### src/rtl/tick_sched.sv
// tick_sched: run/pause/single-step controller around a rate-selectable divide-by-N tick generator.
module tick_sched #(
  parameter int DIV0 = 5000000,
  parameter int DIV1 = 2500000,
  parameter int DIV2 = 1000000,
  parameter int DIV3 = 100000,
  parameter int CW   = 27
) (
  input  logic       clk,
  input  logic       rst_n,
  input  logic       start,
  input  logic       stop,
  input  logic       step,
  input  logic [1:0] rate_sel,
  output logic       tick,
  output logic       signal,
  output logic       busy,
  output logic [1:0] state
);
  typedef enum logic [1:0] {IDLE = 2'd0, RUN = 2'd1, PAUSE = 2'd2, STEP = 2'd3} state_t;
  state_t st, nxt;
  logic [CW-1:0] cnt, term;
  logic [1:0] act_sel;
  logic counting, wrap;
  always_comb begin
    term = act_sel == 2'd0 ? CW'(DIV0 - 1) :
           act_sel == 2'd1 ? CW'(DIV1 - 1) :
           act_sel == 2'd2 ? CW'(DIV2 - 1) : CW'(DIV3 - 1);
    counting = st == RUN || st == STEP;
    wrap = counting && cnt == term;
    nxt = st;
    case (st)
      IDLE:    nxt = stop ? IDLE : start ? RUN : step ? STEP : IDLE;
      PAUSE:   nxt = stop ? IDLE : start ? RUN : step ? STEP : PAUSE;
      RUN:     nxt = stop ? PAUSE : RUN;
      default: nxt = stop ? PAUSE : start ? RUN : wrap ? PAUSE : STEP;
    endcase
  end
  // act_sel only reloads at a period boundary or while idle, so a period is never truncated
  always_ff @(posedge clk or negedge rst_n) begin
    if (!rst_n) begin
      st      <= IDLE;
      cnt     <= '0;
      act_sel <= 2'd0;
      tick    <= 1'b0;
      signal  <= 1'b0;
      busy    <= 1'b0;
    end else begin
      st   <= nxt;
      busy <= nxt == RUN || nxt == STEP;
      tick <= wrap;
      if (st == IDLE || (st == PAUSE && stop)) begin
        cnt     <= '0;
        act_sel <= rate_sel;
        signal  <= st == IDLE ? signal : 1'b0;
      end else if (wrap) begin
        cnt     <= '0;
        act_sel <= rate_sel;
        signal  <= ~signal;
      end else if (counting && !stop) begin
        cnt <= cnt + 1'b1;
      end
    end
  end
  assign state = st;
endmodule

### config.mk
export PLATFORM = sky130hd
export DESIGN_NAME = tick_sched
export DESIGN_NICKNAME = d
export VERILOG_FILES = /design/src/rtl/tick_sched.sv
export SDC_FILE = /design/constraint.sdc
export NUM_CORES = 1
export LEC_CHECK = 0
export BUFFER_PORTS_ARGS = -buffer_cell sky130_fd_sc_hd__buf_2
export CAP_MARGIN = 10
export CORE_ASPECT_RATIO = 0.5
export CORE_MARGIN = 1
export CORE_UTILIZATION = 30
export DETAILED_ROUTE_END_ITERATION = 6
export PLACE_DENSITY = 0.56
export SLEW_MARGIN = 15
export SYNTH_ARGS = -nofsm -noshare
export SYNTH_HDL_FRONTEND = slang
export SYNTH_SLANG_ARGS = --single-unit
### constraint.sdc
create_clock -name clk -period 5.5 [get_ports clk]
set_clock_uncertainty 0.15 [all_clocks]
set_input_delay 0.825 -clock clk [delete_from_list [all_inputs] [get_ports clk]]
set_output_delay 0.825 -clock clk [all_outputs]
set_load 0.02 [all_outputs]
# Word-level counts from Yosys, hierarchy flattened
# Cells that the tools add are included.
[word_totals]
ramBits = 0
mem_count = 0
wordCells = 51
latch_bits = 0
romBits = 0
regBits = 34
[classes]
bitwise_logic = 1
mul = 0
shifts = 0
mux = 22
div_mod_pow = 0
addsub = 1
n_eq_ne = 9
n_reduce_logical = 12
magnitude_cmp = 0
[ops]
columns = ["cell", "count"]
rows = [
  ["2-to-1 mux 27 bit", 3],
  ["adder 27 x 1 -> 27 bit (second input constant)", 1],
  ["equality test 27 x 23 -> 1 bit", 1],
  ["2-to-1 mux 23 bit", 1],
  ["2-to-1 mux 22 bit", 1],
  ["2-to-1 mux 2 bit", 10],
  ["2-to-1 mux 20 bit", 1],
  ["equality test 2 bit (second input constant)", 4],
  ["equality test 2 x 1 -> 1 bit (second input constant)", 3],
  ["one-hot mux 2 bit (3 select lines)", 1],
  ["2-to-1 mux 1 bit", 5],
  ["zero test 2 bit", 2],
  ["logical AND 1 bit", 3],
  ["logical OR 1 bit", 3],
  ["nonzero test 3 bit", 1],
  ["inequality test 2 bit (second input constant)", 1],
  ["AND reduction 2 bit", 1],
  ["nonzero test 2 bit", 1],
  ["zero test 1 bit", 1],
  ["inverter 1 bit", 1],
]

# Longest topological paths before layout
# Gate-level depths: netlist of run 1.
[depth]
word_depth = 12
mapped_depth = 9
ltp_nobuf = 7

# Worst setup path after synthesis of run 1
# Ideal clock, no wire load.
[synth_path]
path_kind = "input to register"
from = "input stop"
to = "register cnt[23]"
setup_ns = 0.119
stages = 6
path_buffers = 1
setup_slack_ns = 3.186
t_arrival_ns = 2.045
cell_sequence = "buf_2 -> and4b_1 -> nand4_1 -> nor4_1 -> xnor2_1 -> nor2_1"
[synth_between]
elab_chain_cells = 3
elab_cells_between_ends = 6
[synth_rtl]
columns = ["item", "line_no", "rtl"]
rows = [
  ["from (decl)", "12", "input logic stop,"],
  ["logical AND 1 bit or zero test 1 bit (tied branches)", "52, 60", ""],
  ["logical OR 1 bit or logical AND 1 bit (tied branches)", "52, 60", ""],
  ["nonzero test 3 bit (no source line) or 2-to-1 mux 27 bit (tied branches)", "n/a", ""],
  ["to (signal assigned)", "61", "cnt <= cnt + 1'b1;"],
  ["to (decl)", "22", "logic [CW-1:0] cnt, term;"],
]
# Parallel ways exist; a longest one is shown, timed or not.
# A chain may end at the register's enable or synchronous reset.

# Final worst setup path of run 1
[layout_path]
from = "register act_sel[0]"
to = "register act_sel[1]"
[layout_between]
elab_chain_cells = 7
elab_cells_between_ends = 9
[layout_rtl]
columns = ["item", "line_no", "rtl"]
rows = [
  ["from (decl)", "23", "logic [1:0] act_sel;"],
  ["from (signal assigned)", "54", "act_sel <= rate_sel;"],
  ["from (signal assigned)", "58", "act_sel <= rate_sel;"],
  ["equality test 2 bit", "28", "act_sel == 2'd2 ? CW'(DIV2 - 1) : CW'(DIV3 - 1);"],
  ["2-to-1 mux 20 bit", "28", ""],
  ["2-to-1 mux 22 bit", "27", "act_sel == 2'd1 ? CW'(DIV1 - 1) :"],
  ["2-to-1 mux 23 bit *", "26", "term = act_sel == 2'd0 ? CW'(DIV0 - 1) :"],
  ["equality test 27 x 23 -> 1 bit *", "30", "wrap = counting && cnt == term;"],
  ["logical AND 1 bit *", "30", ""],
  ["nonzero test 2 bit (no source line) *", "n/a", ""],
]
# Mark *: on every way between the ends. The rest lies on a longest branch, timed or not.

==> flow_results.xml, run 1 <==
<?xml version="1.0" encoding="UTF-8"?>
<metrics>
  <group name="critical_path">
    <metric name="critical_path_required" unit="ns">5.51</metric>
    <metric name="crit_path_max_incr_delay" unit="ns">0.45</metric>
    <metric name="worst_path_max_delay_cell" unit="">sky130_fd_sc_hd__dfrtp_1</metric>
    <metric name="worst_setup_path_start_kind" unit="">register</metric>
    <metric name="crit_type" unit="">reg -&gt; reg</metric>
    <metric name="peak_fanout_along_the_critical_path" unit="">29</metric>
    <metric name="critical_path_arrival" unit="ns">2.68</metric>
    <metric name="cp_cell_sequence" unit="">inv_1 -&gt; ha_1 -&gt; or3_1 -&gt; a211oi_1 -&gt; o2111ai_1 -&gt; o21ai_4 -&gt; mux2_2</metric>
    <metric name="top_delay_family_on_crit_path" unit="">compound AO/OA/AOI/OAI gates</metric>
    <metric name="timing.critical_path.buf_inv" unit="">1</metric>
    <metric name="setup.worst_path.start" unit="">act_sel[0]</metric>
    <metric name="worst_setup_path_end_kind" unit="">register</metric>
    <metric name="r2r-start" unit="">act_sel[0]</metric>
  </group>
  <group name="placed_design">
    <metric name="place.port_buffers" unit="">11</metric>
    <metric name="postPlaceCellArea" unit="um^2">2020</metric>
    <metric name="gp_congestion" unit="">0.867</metric>
    <metric name="detailed_place_hpwl" unit="um">2780</metric>
  </group>
  <group name="sta">
    <metric name="max_slew_margin" unit="">0.504</metric>
    <metric name="report.final.slew_viol_count" unit="">0</metric>
    <metric name="finalHoldWorstSlack" unit="ns">0.320</metric>
    <metric name="timing.final.crit_share" unit="">0.486</metric>
    <metric name="timing.final.crit_period" unit="ns">2.67</metric>
    <metric name="setup_total_negative_slack" unit="ns">0</metric>
    <metric name="grt_setup_unrepaired" unit="">no</metric>
    <metric name="max_clock_freq" unit="MHz">374</metric>
    <metric name="timing.final.setup_violations" unit="">0</metric>
    <metric name="worst-slew-pin-transition" unit="ns">0.740</metric>
    <metric name="final-hold-violation-count" unit="">0</metric>
  </group>
  <group name="global_route">
    <metric name="first_global_vias" unit="">1425</metric>
    <metric name="gr-usage-all-layers" unit="">0.139</metric>
    <metric name="antenna_found_initial" unit="">0</metric>
    <metric name="maximum_number_of_pins_on_one_net_before_global_route_repair" unit="">34</metric>
    <metric name="first_pass_grt_wire_length" unit="um">6850</metric>
    <metric name="overflow" unit="">0</metric>
  </group>
  <group name="clocking">
    <metric name="post-cts-setup-buffers" unit="">0</metric>
    <metric name="worst_skew_pair.late_latency" unit="ns">0.28</metric>
    <metric name="cts_buffers" unit="">5</metric>
    <metric name="cts.root.buffer_cell" unit="">sky130_fd_sc_hd__clkbuf_16</metric>
    <metric name="clock_tree_from_tritoncts" unit="">done</metric>
    <metric name="htree_levels" unit="">2</metric>
    <metric name="cts_resized" unit="">0</metric>
    <metric name="cts.sinks" unit="">33</metric>
    <metric name="cts-hold-fix-buffers" unit="">0</metric>
    <metric name="cts_max_path_buffers" unit="">2</metric>
    <metric name="clk_transition_reported_paths" unit="ns">0.05</metric>
  </group>
  <group name="finish">
    <metric name="layout-drive-gt1-share" unit="">0.0957</metric>
    <metric name="antennaDiodeCount" unit="">0</metric>
    <metric name="layout.filler_cells" unit="">646</metric>
    <metric name="nNetsFinal" unit="">221</metric>
    <metric name="layout.cell_area.non_filler" unit="um^2">2160</metric>
    <metric name="area_growth_syn_to_layout" unit="%">13.1</metric>
  </group>
  <group name="synthesis">
    <metric name="postSynth.asyncResetShare" unit="">1.00</metric>
    <metric name="post_synth_inst_count" unit="">198</metric>
    <metric name="mapped_area" unit="um^2">1910</metric>
    <metric name="synth.yosys.seq_area_share" unit="">0.432</metric>
    <metric name="synth-edff-count" unit="">0</metric>
    <metric name="post_syn_area_per_cell" unit="um^2">9.66</metric>
    <metric name="ys_seq_elements" unit="">33</metric>
    <metric name="synthDistinctLibCells" unit="">39</metric>
    <metric name="synthesis.yosys.warnings" unit="">0</metric>
    <metric name="yosysTopAreaCell" unit="">sky130_fd_sc_hd__dfrtp_1</metric>
    <metric name="synth_flop_cell" unit="">sky130_fd_sc_hd__dfrtp_1</metric>
    <metric name="synth_top_area_share" unit="">0.432</metric>
    <metric name="synth.cells.most_frequent" unit="">33 x sky130_fd_sc_hd__dfrtp_1, 33 x sky130_fd_sc_hd__nor2_1, 16 x sky130_fd_sc_hd__xor2_1</metric>
    <metric name="post_synth_main_area_contributors" unit="">sky130_fd_sc_hd__dfrtp_1 43%, sky130_fd_sc_hd__xor2_1 7.3%, sky130_fd_sc_hd__nor2_1 6.5%</metric>
    <metric name="synth.net_count" unit="">211</metric>
  </group>
  <group name="drt">
    <metric name="detail_route.iter0.violations" unit="">71</metric>
    <metric name="detail_route.first_pass.iterations" unit="">4</metric>
    <metric name="average_via_count_per_standard_cell" unit="">4.94</metric>
    <metric name="postRouteAntennaNets" unit="">0</metric>
    <metric name="count_of_unresolved_drc_violations_after_routing" unit="">0</metric>
    <metric name="vias" unit="">1467</metric>
    <metric name="drt-wirelength-per-cell" unit="um">13.4</metric>
    <metric name="routed_wl" unit="um">3990</metric>
  </group>
  <group name="pwr">
    <metric name="total_power" unit="mW">0.559</metric>
    <metric name="power-per-cell-area" unit="nW/um^2">258</metric>
    <metric name="max-vdd-ir-drop" unit="uV">148</metric>
    <metric name="p_leak" unit="nW">0.927</metric>
  </group>
  <group name="die">
    <metric name="io_pins" unit="">12</metric>
    <metric name="design.core.area" unit="um^2">6110</metric>
    <metric name="die_y" unit="um">58.5</metric>
    <metric name="die_width" unit="um">115</metric>
    <metric name="fp.dieArea" unit="um^2">6720</metric>
    <metric name="placementRows" unit="">20</metric>
    <metric name="start_util" unit="">0.313</metric>
  </group>
  <group name="hold_path">
    <metric name="hold_path_class" unit="">reg -&gt; reg</metric>
    <metric name="holdCritStartpoint" unit="">signal</metric>
  </group>
  <group name="job">
    <metric name="max-cap-violations" unit="">0</metric>
  </group>
  <group name="run_status">
    <metric name="result_of_the_run" unit="">finished, final reports clean</metric>
  </group>
</metrics>
worst register-to-register path: cells and delay by family (launching register included):
kind                     cells  cell delay (ns)
buffers and inverters        1             0.10
flip-flops                   1             0.45
AO/OA/AOI/OAI                3             0.84
AND/OR/NAND/NOR              1             0.40
adder cells (fa/ha/maj)      1             0.22
multiplexers                 1             0.41
flip-flops by register name, summed over array words and instances (netlist names):
signal,flops
act_sel,2
cnt,27
signal,1
state,2
tick,1
placed cells by master (no fill, tap or decap):
cell type                   count
sky130_fd_sc_hd__nand4_1       12
sky130_fd_sc_hd__ha_1           6
sky130_fd_sc_hd__dfrtp_1       33
sky130_fd_sc_hd__nand3_1       11
sky130_fd_sc_hd__nor4_1         3
sky130_fd_sc_hd__nor4b_1        1
sky130_fd_sc_hd__nor3_1         9
sky130_fd_sc_hd__and4b_1        1
sky130_fd_sc_hd__a21oi_1        2
sky130_fd_sc_hd__mux2i_1        2
sky130_fd_sc_hd__a211oi_1       2
sky130_fd_sc_hd__and4_1         5
sky130_fd_sc_hd__mux2_2         1
sky130_fd_sc_hd__buf_2         11
sky130_fd_sc_hd__xnor2_1       12
sky130_fd_sc_hd__clkbuf_1       3
sky130_fd_sc_hd__mux2_1         1
sky130_fd_sc_hd__nand2_1       12
sky130_fd_sc_hd__or2_2          1
sky130_fd_sc_hd__and3_1         5
sky130_fd_sc_hd__nor3b_1        2
sky130_fd_sc_hd__clkbuf_16      5
sky130_fd_sc_hd__nand4b_1       1
sky130_fd_sc_hd__nor2b_1        1
sky130_fd_sc_hd__and2_1         3
sky130_fd_sc_hd__nor4_4         1
sky130_fd_sc_hd__o22ai_1        1
sky130_fd_sc_hd__nand2b_1       1
sky130_fd_sc_hd__and3b_1        1
sky130_fd_sc_hd__o2111ai_1      1
sky130_fd_sc_hd__inv_1          3
sky130_fd_sc_hd__xor2_1        16
sky130_fd_sc_hd__or4b_1         2
sky130_fd_sc_hd__nor2_1        33
sky130_fd_sc_hd__o2111a_1       2
sky130_fd_sc_hd__o21ai_4        1
sky130_fd_sc_hd__o31ai_1        1
sky130_fd_sc_hd__or3_1          1
final cells by class:
cell class / instances / area (um^2) / share of cell area
well taps: 88 / 110 / 0.0509
inverters: 3 / 11.3 / 0.00521
multi-input cells: 154 / 1020 / 0.473
clock buffers: 8 / 136 / 0.0631
flip-flops and latches: 33 / 826 / 0.382
repair buffers: 11 / 55.1 / 0.0255
kinds of logic (layout without fill, tap and decap cells):
logic type / Yosys count / after routing / synth area share
simple gates: 106 / 106 / 0.300
fa+ha+maj: 6 / 6 / 0.0393
buf+inv: 11 / 22 / 0.0367
compound gates: 10 / 10 / 0.0412
xor+xnor: 28 / 28 / 0.128
flops: 33 / 33 / 0.432
mux: 4 / 4 / 0.0223
routing by layer:
metal,wire [um],share of wire,track usage
met2,1800,0.45,0.216
met5,0,0,0
met4,53,0.013,0.0519
met3,181,0.045,0.0556
met1,1960,0.49,0.175
path summary, 6_finish.rpt:
| check | endpoint | slack [ns] | cells after the start |
|---|---|---|---|
| setup / recovery | act_sel[1] | 2.83 | 7 |
| hold / removal | signal | 0.32 | 1 |
| setup reg to reg | act_sel[1] | 2.83 | 7 |
| hold reg to reg | signal | 0.32 | 1 |
| max in group asynchronous | cnt[5] | 4.28 | 1 |
| min in group asynchronous | cnt[21] | 0.46 | 1 |
where the power goes:
group,switching (mW),internal [mW]
registers,0.00599,0.248
clock network,0.0950,0.168
logic,0.0268,0.0154
total,0.128,0.431
per-stage QoR:
step                 util  cells  setup WS [ns]
floorplan               -    198           3.19
global placement    0.331    289           2.77
detailed placement  0.331    289           2.68
CTS                 0.353    297           2.68
global route        0.354    297           2.63
finish              0.354    297           2.83
Power figures use the tool's default switching activity.
==> inputs of run 2 (changes only) <==
- ABC_AREA: unset -> 1
- clock period: 5.5 -> 2.59 ns (I/O delays scaled with it)
==> flow_results.xml, run 2 <==
<?xml version="1.0" encoding="UTF-8"?>
<metrics>
  <group name="placed_design">
    <metric name="place.port_buffers" unit="">11</metric>
    <metric name="placed_cells" unit="">429</metric>
    <metric name="gp_congestion" unit="">0.888</metric>
    <metric name="dp_worst_setup_slack" unit="ns">0.265</metric>
    <metric name="detailed_place_hpwl" unit="um">4370</metric>
    <metric name="postPlaceCellArea" unit="um^2">2380</metric>
  </group>
  <group name="die">
    <metric name="io_pins" unit="">12</metric>
    <metric name="die_y" unit="um">63.5</metric>
    <metric name="placementRows" unit="">21</metric>
    <metric name="design.core.area" unit="um^2">6990</metric>
    <metric name="start_util" unit="">0.325</metric>
    <metric name="die_width" unit="um">125</metric>
    <metric name="fp.dieArea" unit="um^2">7940</metric>
  </group>
  <group name="finish">
    <metric name="layout.cell_area.non_filler" unit="um^2">2520</metric>
    <metric name="largest_register" unit="">cnt</metric>
    <metric name="final_common_cell" unit="">sky130_fd_sc_hd__nand2_1</metric>
    <metric name="finish.utilization" unit="">0.361</metric>
    <metric name="flip_flop_count_of_the_largest_register_all_copies_and_words_added" unit="">27</metric>
    <metric name="layout-drive-gt1-share" unit="">0.0812</metric>
    <metric name="antennaDiodeCount" unit="">0</metric>
    <metric name="nNetsFinal" unit="">357</metric>
    <metric name="mostFrequentLayoutCells" unit="">82 x sky130_fd_sc_hd__nand2_1, 66 x sky130_fd_sc_hd__nor2_1, 38 x sky130_fd_sc_hd__inv_1, 33 x sky130_fd_sc_hd__dfrtp_1, 29 x sky130_fd_sc_hd__nand3_1</metric>
    <metric name="layout.cells.non_filler" unit="">437</metric>
    <metric name="area_growth_syn_to_layout" unit="%">11.1</metric>
  </group>
  <group name="drt">
    <metric name="postRouteAntennaNets" unit="">0</metric>
    <metric name="drt-wirelength-per-cell" unit="um">13.0</metric>
    <metric name="detail_route.iter0.violations" unit="">148</metric>
    <metric name="detailroute.wirelength.met2" unit="um">2270</metric>
    <metric name="m1WireLength" unit="um">3010</metric>
    <metric name="vias" unit="">2095</metric>
    <metric name="top_routing_layer_in_use" unit="">met4</metric>
    <metric name="detail_route.first_pass.iterations" unit="">4</metric>
    <metric name="routed_wl" unit="um">5690</metric>
    <metric name="wl_met3" unit="um">304</metric>
    <metric name="average_via_count_per_standard_cell" unit="">4.79</metric>
    <metric name="count_of_unresolved_drc_violations_after_routing" unit="">0</metric>
  </group>
  <group name="synthesis">
    <metric name="yosysTopAreaCell" unit="">sky130_fd_sc_hd__dfrtp_1</metric>
    <metric name="synth-edff-count" unit="">0</metric>
    <metric name="post-synth-top-count-cell" unit="">sky130_fd_sc_hd__nand2_1</metric>
    <metric name="synth_top_area_share" unit="">0.364</metric>
    <metric name="postSynth.asyncResetShare" unit="">1.00</metric>
    <metric name="synth.yosys.seq_area_share" unit="">0.364</metric>
    <metric name="post_synth_inst_count" unit="">333</metric>
    <metric name="synthesis.yosys.warnings" unit="">0</metric>
    <metric name="ys_seq_elements" unit="">33</metric>
    <metric name="post_synth_main_area_contributors" unit="">sky130_fd_sc_hd__dfrtp_1 36%, sky130_fd_sc_hd__nand2_1 14%, sky130_fd_sc_hd__nor2_1 11%</metric>
    <metric name="synth.net_count" unit="">346</metric>
    <metric name="post_syn_area_per_cell" unit="um^2">6.82</metric>
    <metric name="mapped_area" unit="um^2">2270</metric>
    <metric name="synthDistinctLibCells" unit="">28</metric>
    <metric name="synth_flop_cell" unit="">sky130_fd_sc_hd__dfrtp_1</metric>
    <metric name="synth.cells.most_frequent" unit="">82 x sky130_fd_sc_hd__nand2_1, 66 x sky130_fd_sc_hd__nor2_1, 38 x sky130_fd_sc_hd__inv_1, 33 x sky130_fd_sc_hd__dfrtp_1, 29 x sky130_fd_sc_hd__nand3_1</metric>
  </group>
  <group name="critical_path">
    <metric name="crit_type" unit="">reg -&gt; reg</metric>
    <metric name="peak_fanout_along_the_critical_path" unit="">25</metric>
    <metric name="worst_setup_path_start_kind" unit="">register</metric>
    <metric name="critical_path_arrival" unit="ns">2.42</metric>
    <metric name="worst_setup_path_end_kind" unit="">register</metric>
    <metric name="critical_path_required" unit="ns">2.65</metric>
  </group>
  <group name="clocking">
    <metric name="cts.root.buffer_cell" unit="">sky130_fd_sc_hd__clkbuf_16</metric>
    <metric name="cts.sinks" unit="">33</metric>
    <metric name="cts_max_path_buffers" unit="">2</metric>
    <metric name="cts-hold-fix-buffers" unit="">0</metric>
    <metric name="htree_levels" unit="">2</metric>
    <metric name="worst_skew_pair.late_latency" unit="ns">0.28</metric>
    <metric name="clock_tree_from_tritoncts" unit="">done</metric>
    <metric name="cts_buffers" unit="">5</metric>
    <metric name="clk_transition_reported_paths" unit="ns">0.05</metric>
    <metric name="post-cts-setup-buffers" unit="">0</metric>
    <metric name="cts_resized" unit="">0</metric>
  </group>
  <group name="global_route">
    <metric name="first_pass_grt_wire_length" unit="um">9620</metric>
    <metric name="first_global_vias" unit="">1947</metric>
    <metric name="overflow" unit="">0</metric>
    <metric name="maximum_number_of_pins_on_one_net_before_global_route_repair" unit="">34</metric>
    <metric name="antenna_found_initial" unit="">0</metric>
    <metric name="gr-usage-all-layers" unit="">0.156</metric>
  </group>
  <group name="run_status">
    <metric name="result_of_the_run" unit="">finished, final reports clean</metric>
  </group>
  <group name="sta">
    <metric name="fin_ws" unit="ns">0.227</metric>
    <metric name="timing.final.setup_violations" unit="">0</metric>
    <metric name="timing.final.crit_share" unit="">0.912</metric>
    <metric name="max_slew_margin" unit="">0.498</metric>
    <metric name="finalHoldWorstSlack" unit="ns">0.0171</metric>
    <metric name="setup_total_negative_slack" unit="ns">0</metric>
    <metric name="max_clock_freq" unit="MHz">423</metric>
    <metric name="grt_setup_unrepaired" unit="">no</metric>
    <metric name="report.final.slew_viol_count" unit="">0</metric>
    <metric name="final-hold-violation-count" unit="">0</metric>
    <metric name="timing.final.crit_period" unit="ns">2.36</metric>
    <metric name="worst-slew-pin-transition" unit="ns">0.753</metric>
  </group>
  <group name="pwr">
    <metric name="p_leak" unit="nW">1.13</metric>
    <metric name="max-vdd-ir-drop" unit="uV">192</metric>
    <metric name="total_power" unit="mW">1.28</metric>
    <metric name="power-per-cell-area" unit="nW/um^2">507</metric>
  </group>
  <group name="job">
    <metric name="max-cap-violations" unit="">0</metric>
  </group>
  <group name="hold_path">
    <metric name="hold_path_class" unit="">in -&gt; async</metric>
  </group>
</metrics>
run 2: changes by cell type after synthesis, sizes merged, moves of 3 or more:
cell	before	now
nor2	33	72
nor4	4	1
xor2	16	11
inv	3	40
o21ai	1	9
xnor2	12	2
nand3	11	30
nand2	12	84
a21oi	2	11
and4	5	0
and3	5	0
and2	3	0
run 2: logic make-up after synthesis:
family,synth area share
simple gates,0.408
buf+inv,0.0937
flops,0.364
compound gates,0.0507
xor+xnor,0.0502
fa+ha+maj,0.0331
run 2: layout make-up:
type	instances	area, um^2
fill	738	4470
multi-input combinational	252	1230
sequential	33	826
inverter	40	150
clock buffer	8	136
tap	92	115
timing repair buffer	12	62.6
run 2: final timing paths:
kind                             start         end  slack [ns]  cells after the start
max in group asynchronous        rst_n  act_sel[1]        1.77                      1
setup / recovery            act_sel[0]  act_sel[0]        0.23                     11
hold reg to reg             act_sel[1]  act_sel[1]        0.38                      2
hold / removal                   rst_n     cnt[21]        0.02                      1
setup reg to reg            act_sel[0]  act_sel[0]        0.23                     11
min in group clk           rate_sel[0]  act_sel[0]        0.17                      3
run 2: power by group:
group	total, mW	switching, mW	leakage (nW)	internal [mW]
combinational	0.174	0.120	0.611	0.0542
sequential	0.549	0.0179	0.451	0.531
clock	0.554	0.198	0.0652	0.357
total	1.28	0.335	1.13	0.942
run 2: critical path: stages, from the launching register on:
cell,delay [ns]
sky130_fd_sc_hd__dfrtp_1,0.50
sky130_fd_sc_hd__inv_2,0.14
sky130_fd_sc_hd__ha_1,0.27
sky130_fd_sc_hd__inv_1,0.08
sky130_fd_sc_hd__nor2_1,0.05
sky130_fd_sc_hd__nor2_1,0.15
sky130_fd_sc_hd__o21ai_0,0.10
sky130_fd_sc_hd__nor2_1,0.22
sky130_fd_sc_hd__nand3_4,0.18
sky130_fd_sc_hd__nand2_4,0.29
sky130_fd_sc_hd__nand2_1,0.09
sky130_fd_sc_hd__nand2_1,0.06
run 2: routing by layer:
metal	track usage	vias to the layer above
met4	0.0518	0
met5	0	-
met1	0.226	961
met3	0.0289	12
met2	0.230	47
li1	-	1075
==> inputs of run 3 (changes only) <==
- CORE_UTILIZATION: 30 -> 32
- GPL_ROUTABILITY_DRIVEN: unset -> 0
- PLACE_DENSITY: 0.56 -> 0.58
==> flow_results.xml, run 3 (synthesized netlist as in run 2, its figures left out) <==
<?xml version="1.0" encoding="UTF-8"?>
<metrics>
  <group name="drt">
    <metric name="drt-wirelength-per-cell" unit="um">12.9</metric>
    <metric name="average_via_count_per_standard_cell" unit="">4.70</metric>
    <metric name="routed_wl" unit="um">5640</metric>
    <metric name="vias" unit="">2050</metric>
    <metric name="wl_met3" unit="um">241</metric>
    <metric name="m1WireLength" unit="um">2970</metric>
    <metric name="postRouteAntennaNets" unit="">0</metric>
    <metric name="detailroute.wirelength.met2" unit="um">2370</metric>
    <metric name="count_of_unresolved_drc_violations_after_routing" unit="">0</metric>
    <metric name="top_routing_layer_in_use" unit="">met4</metric>
    <metric name="detail_route.iter0.violations" unit="">111</metric>
    <metric name="detail_route.first_pass.iterations" unit="">4</metric>
  </group>
  <group name="sta">
    <metric name="timing.final.crit_share" unit="">0.895</metric>
    <metric name="report.final.slew_viol_count" unit="">0</metric>
    <metric name="finalHoldWorstSlack" unit="ns">0.0250</metric>
    <metric name="worst-slew-pin-transition" unit="ns">0.750</metric>
    <metric name="grt_setup_unrepaired" unit="">no</metric>
    <metric name="max_clock_freq" unit="MHz">431</metric>
    <metric name="max_slew_margin" unit="">0.500</metric>
    <metric name="setup_total_negative_slack" unit="ns">0</metric>
    <metric name="timing.final.setup_violations" unit="">0</metric>
    <metric name="timing.final.crit_period" unit="ns">2.32</metric>
    <metric name="final-hold-violation-count" unit="">0</metric>
  </group>
  <group name="pwr">
    <metric name="max-vdd-ir-drop" unit="uV">197</metric>
    <metric name="total_power" unit="mW">1.38</metric>
    <metric name="power-per-cell-area" unit="nW/um^2">541</metric>
    <metric name="p_leak" unit="nW">1.14</metric>
  </group>
  <group name="clocking">
    <metric name="cts_max_path_buffers" unit="">2</metric>
    <metric name="cts_resized" unit="">0</metric>
    <metric name="post-cts-setup-buffers" unit="">0</metric>
    <metric name="worst_skew_pair.late_latency" unit="ns">0.28</metric>
    <metric name="clock_tree_from_tritoncts" unit="">done</metric>
    <metric name="clk_transition_reported_paths" unit="ns">0.05</metric>
    <metric name="htree_levels" unit="">2</metric>
    <metric name="cts_buffers" unit="">5</metric>
    <metric name="cts-hold-fix-buffers" unit="">0</metric>
    <metric name="cts.root.buffer_cell" unit="">sky130_fd_sc_hd__clkbuf_16</metric>
    <metric name="cts.sinks" unit="">33</metric>
  </group>
  <group name="finish">
    <metric name="layout.cells.non_filler" unit="">436</metric>
    <metric name="nNetsFinal" unit="">357</metric>
    <metric name="final_common_cell" unit="">sky130_fd_sc_hd__nand2_1</metric>
    <metric name="layout-drive-gt1-share" unit="">0.0872</metric>
    <metric name="mostFrequentLayoutCells" unit="">82 x sky130_fd_sc_hd__nand2_1, 66 x sky130_fd_sc_hd__nor2_1, 38 x sky130_fd_sc_hd__inv_1, 33 x sky130_fd_sc_hd__dfrtp_1, 29 x sky130_fd_sc_hd__nand3_1</metric>
    <metric name="flip_flop_count_of_the_largest_register_all_copies_and_words_added" unit="">27</metric>
    <metric name="area_growth_syn_to_layout" unit="%">12.1</metric>
    <metric name="largest_register" unit="">cnt</metric>
    <metric name="antennaDiodeCount" unit="">0</metric>
  </group>
  <group name="placed_design">
    <metric name="place.port_buffers" unit="">11</metric>
    <metric name="placed_cells" unit="">429</metric>
    <metric name="detailed_place_hpwl" unit="um">4280</metric>
  </group>
  <group name="global_route">
    <metric name="first_pass_grt_wire_length" unit="um">9550</metric>
    <metric name="first_global_vias" unit="">1916</metric>
    <metric name="overflow" unit="">0</metric>
    <metric name="antenna_found_initial" unit="">0</metric>
    <metric name="maximum_number_of_pins_on_one_net_before_global_route_repair" unit="">34</metric>
    <metric name="gr-usage-all-layers" unit="">0.171</metric>
  </group>
  <group name="die">
    <metric name="die_y" unit="um">61.6</metric>
    <metric name="placementRows" unit="">21</metric>
    <metric name="fp.dieArea" unit="um^2">7450</metric>
    <metric name="design.core.area" unit="um^2">6780</metric>
    <metric name="die_width" unit="um">121</metric>
    <metric name="io_pins" unit="">12</metric>
    <metric name="start_util" unit="">0.335</metric>
  </group>
  <group name="critical_path">
    <metric name="crit_type" unit="">reg -&gt; reg</metric>
    <metric name="peak_fanout_along_the_critical_path" unit="">25</metric>
    <metric name="critical_path_arrival" unit="ns">2.32</metric>
    <metric name="critical_path_required" unit="ns">2.59</metric>
    <metric name="worst_setup_path_end_kind" unit="">register</metric>
    <metric name="worst_setup_path_start_kind" unit="">register</metric>
  </group>
  <group name="hold_path">
    <metric name="hold_path_class" unit="">in -&gt; async</metric>
  </group>
  <group name="job">
    <metric name="max-cap-violations" unit="">0</metric>
  </group>
  <group name="run_status">
    <metric name="result_of_the_run" unit="">finished, final reports clean</metric>
  </group>
</metrics>
run 3: cell count changes in the layout (fill, tap and decap cells not counted), sizes merged:
| cell | delta |
|---|---|
| clkinv | +1 |
| clkbuf | -3 |
| bufinv | +1 |
run 3: layout make-up:
type	count	area [um^2]
Fill cell	736	4230
Clock inverter	2	35.0
Multi-Input combinational cell	252	1230
Sequential cell	33	826
Timing Repair Buffer	12	62.6
Tap cell	92	115
Clock buffer	5	125
Inverter	40	150
run 3: power by group:
part / switching [mW] / total (mW) / leakage [nW] / internal, mW
Combinational: 0.115 / 0.170 / 0.611 / 0.0545
Clock: 0.212 / 0.658 / 0.0797 / 0.446
Sequential: 0.0183 / 0.549 / 0.451 / 0.531
Total: 0.346 / 1.38 / 1.14 / 1.03
run 3: worst max-delay path, stage by stage (launching register included):
cell                      delay (ns)
sky130_fd_sc_hd__dfrtp_1        0.52
sky130_fd_sc_hd__inv_2          0.14
sky130_fd_sc_hd__ha_1           0.26
sky130_fd_sc_hd__inv_1          0.08
sky130_fd_sc_hd__nor2_1         0.05
sky130_fd_sc_hd__nor2_1         0.11
sky130_fd_sc_hd__o21ai_0        0.09
sky130_fd_sc_hd__nor2_1         0.21
sky130_fd_sc_hd__nand3_4        0.18
sky130_fd_sc_hd__nand2_4        0.30
sky130_fd_sc_hd__nor2_1         0.09
run 3: routing by layer:
| layer | vias up | track usage |
|---|---|---|
| li1 | 1075 | - |
| met1 | 939 | 0.240 |
| met2 | 31 | 0.269 |
| met3 | 5 | 0.0306 |
| met4 | 0 | 0.0582 |
| met5 | - | 0 |
run 3: metrics by stage:
step           utilization  setup slack, ns  cell area [um^2]
2_1_floorplan            -            0.647              2270
3_3_place_gp         0.352            0.322              2380
3_5_place_dp         0.352            0.306              2380
4_1_cts              0.375            0.282              2540
5_1_grt              0.375           0.0671              2540
6_report             0.375            0.272              2540
run 3: final timing paths:
check                           slack, ns  depth (start not counted)   startpoint    endpoint
worst min-delay path                 0.02                          1        rst_n     cnt[10]
worst max-delay path                 0.27                         10   act_sel[0]     cnt[23]
min in group clk                     0.15                          3  rate_sel[0]  act_sel[0]
worst max register to register       0.27                         10   act_sel[0]     cnt[23]
worst min register to register       0.40                          2   act_sel[1]  act_sel[1]
max in group asynchronous            1.78                          1        rst_n     cnt[16]
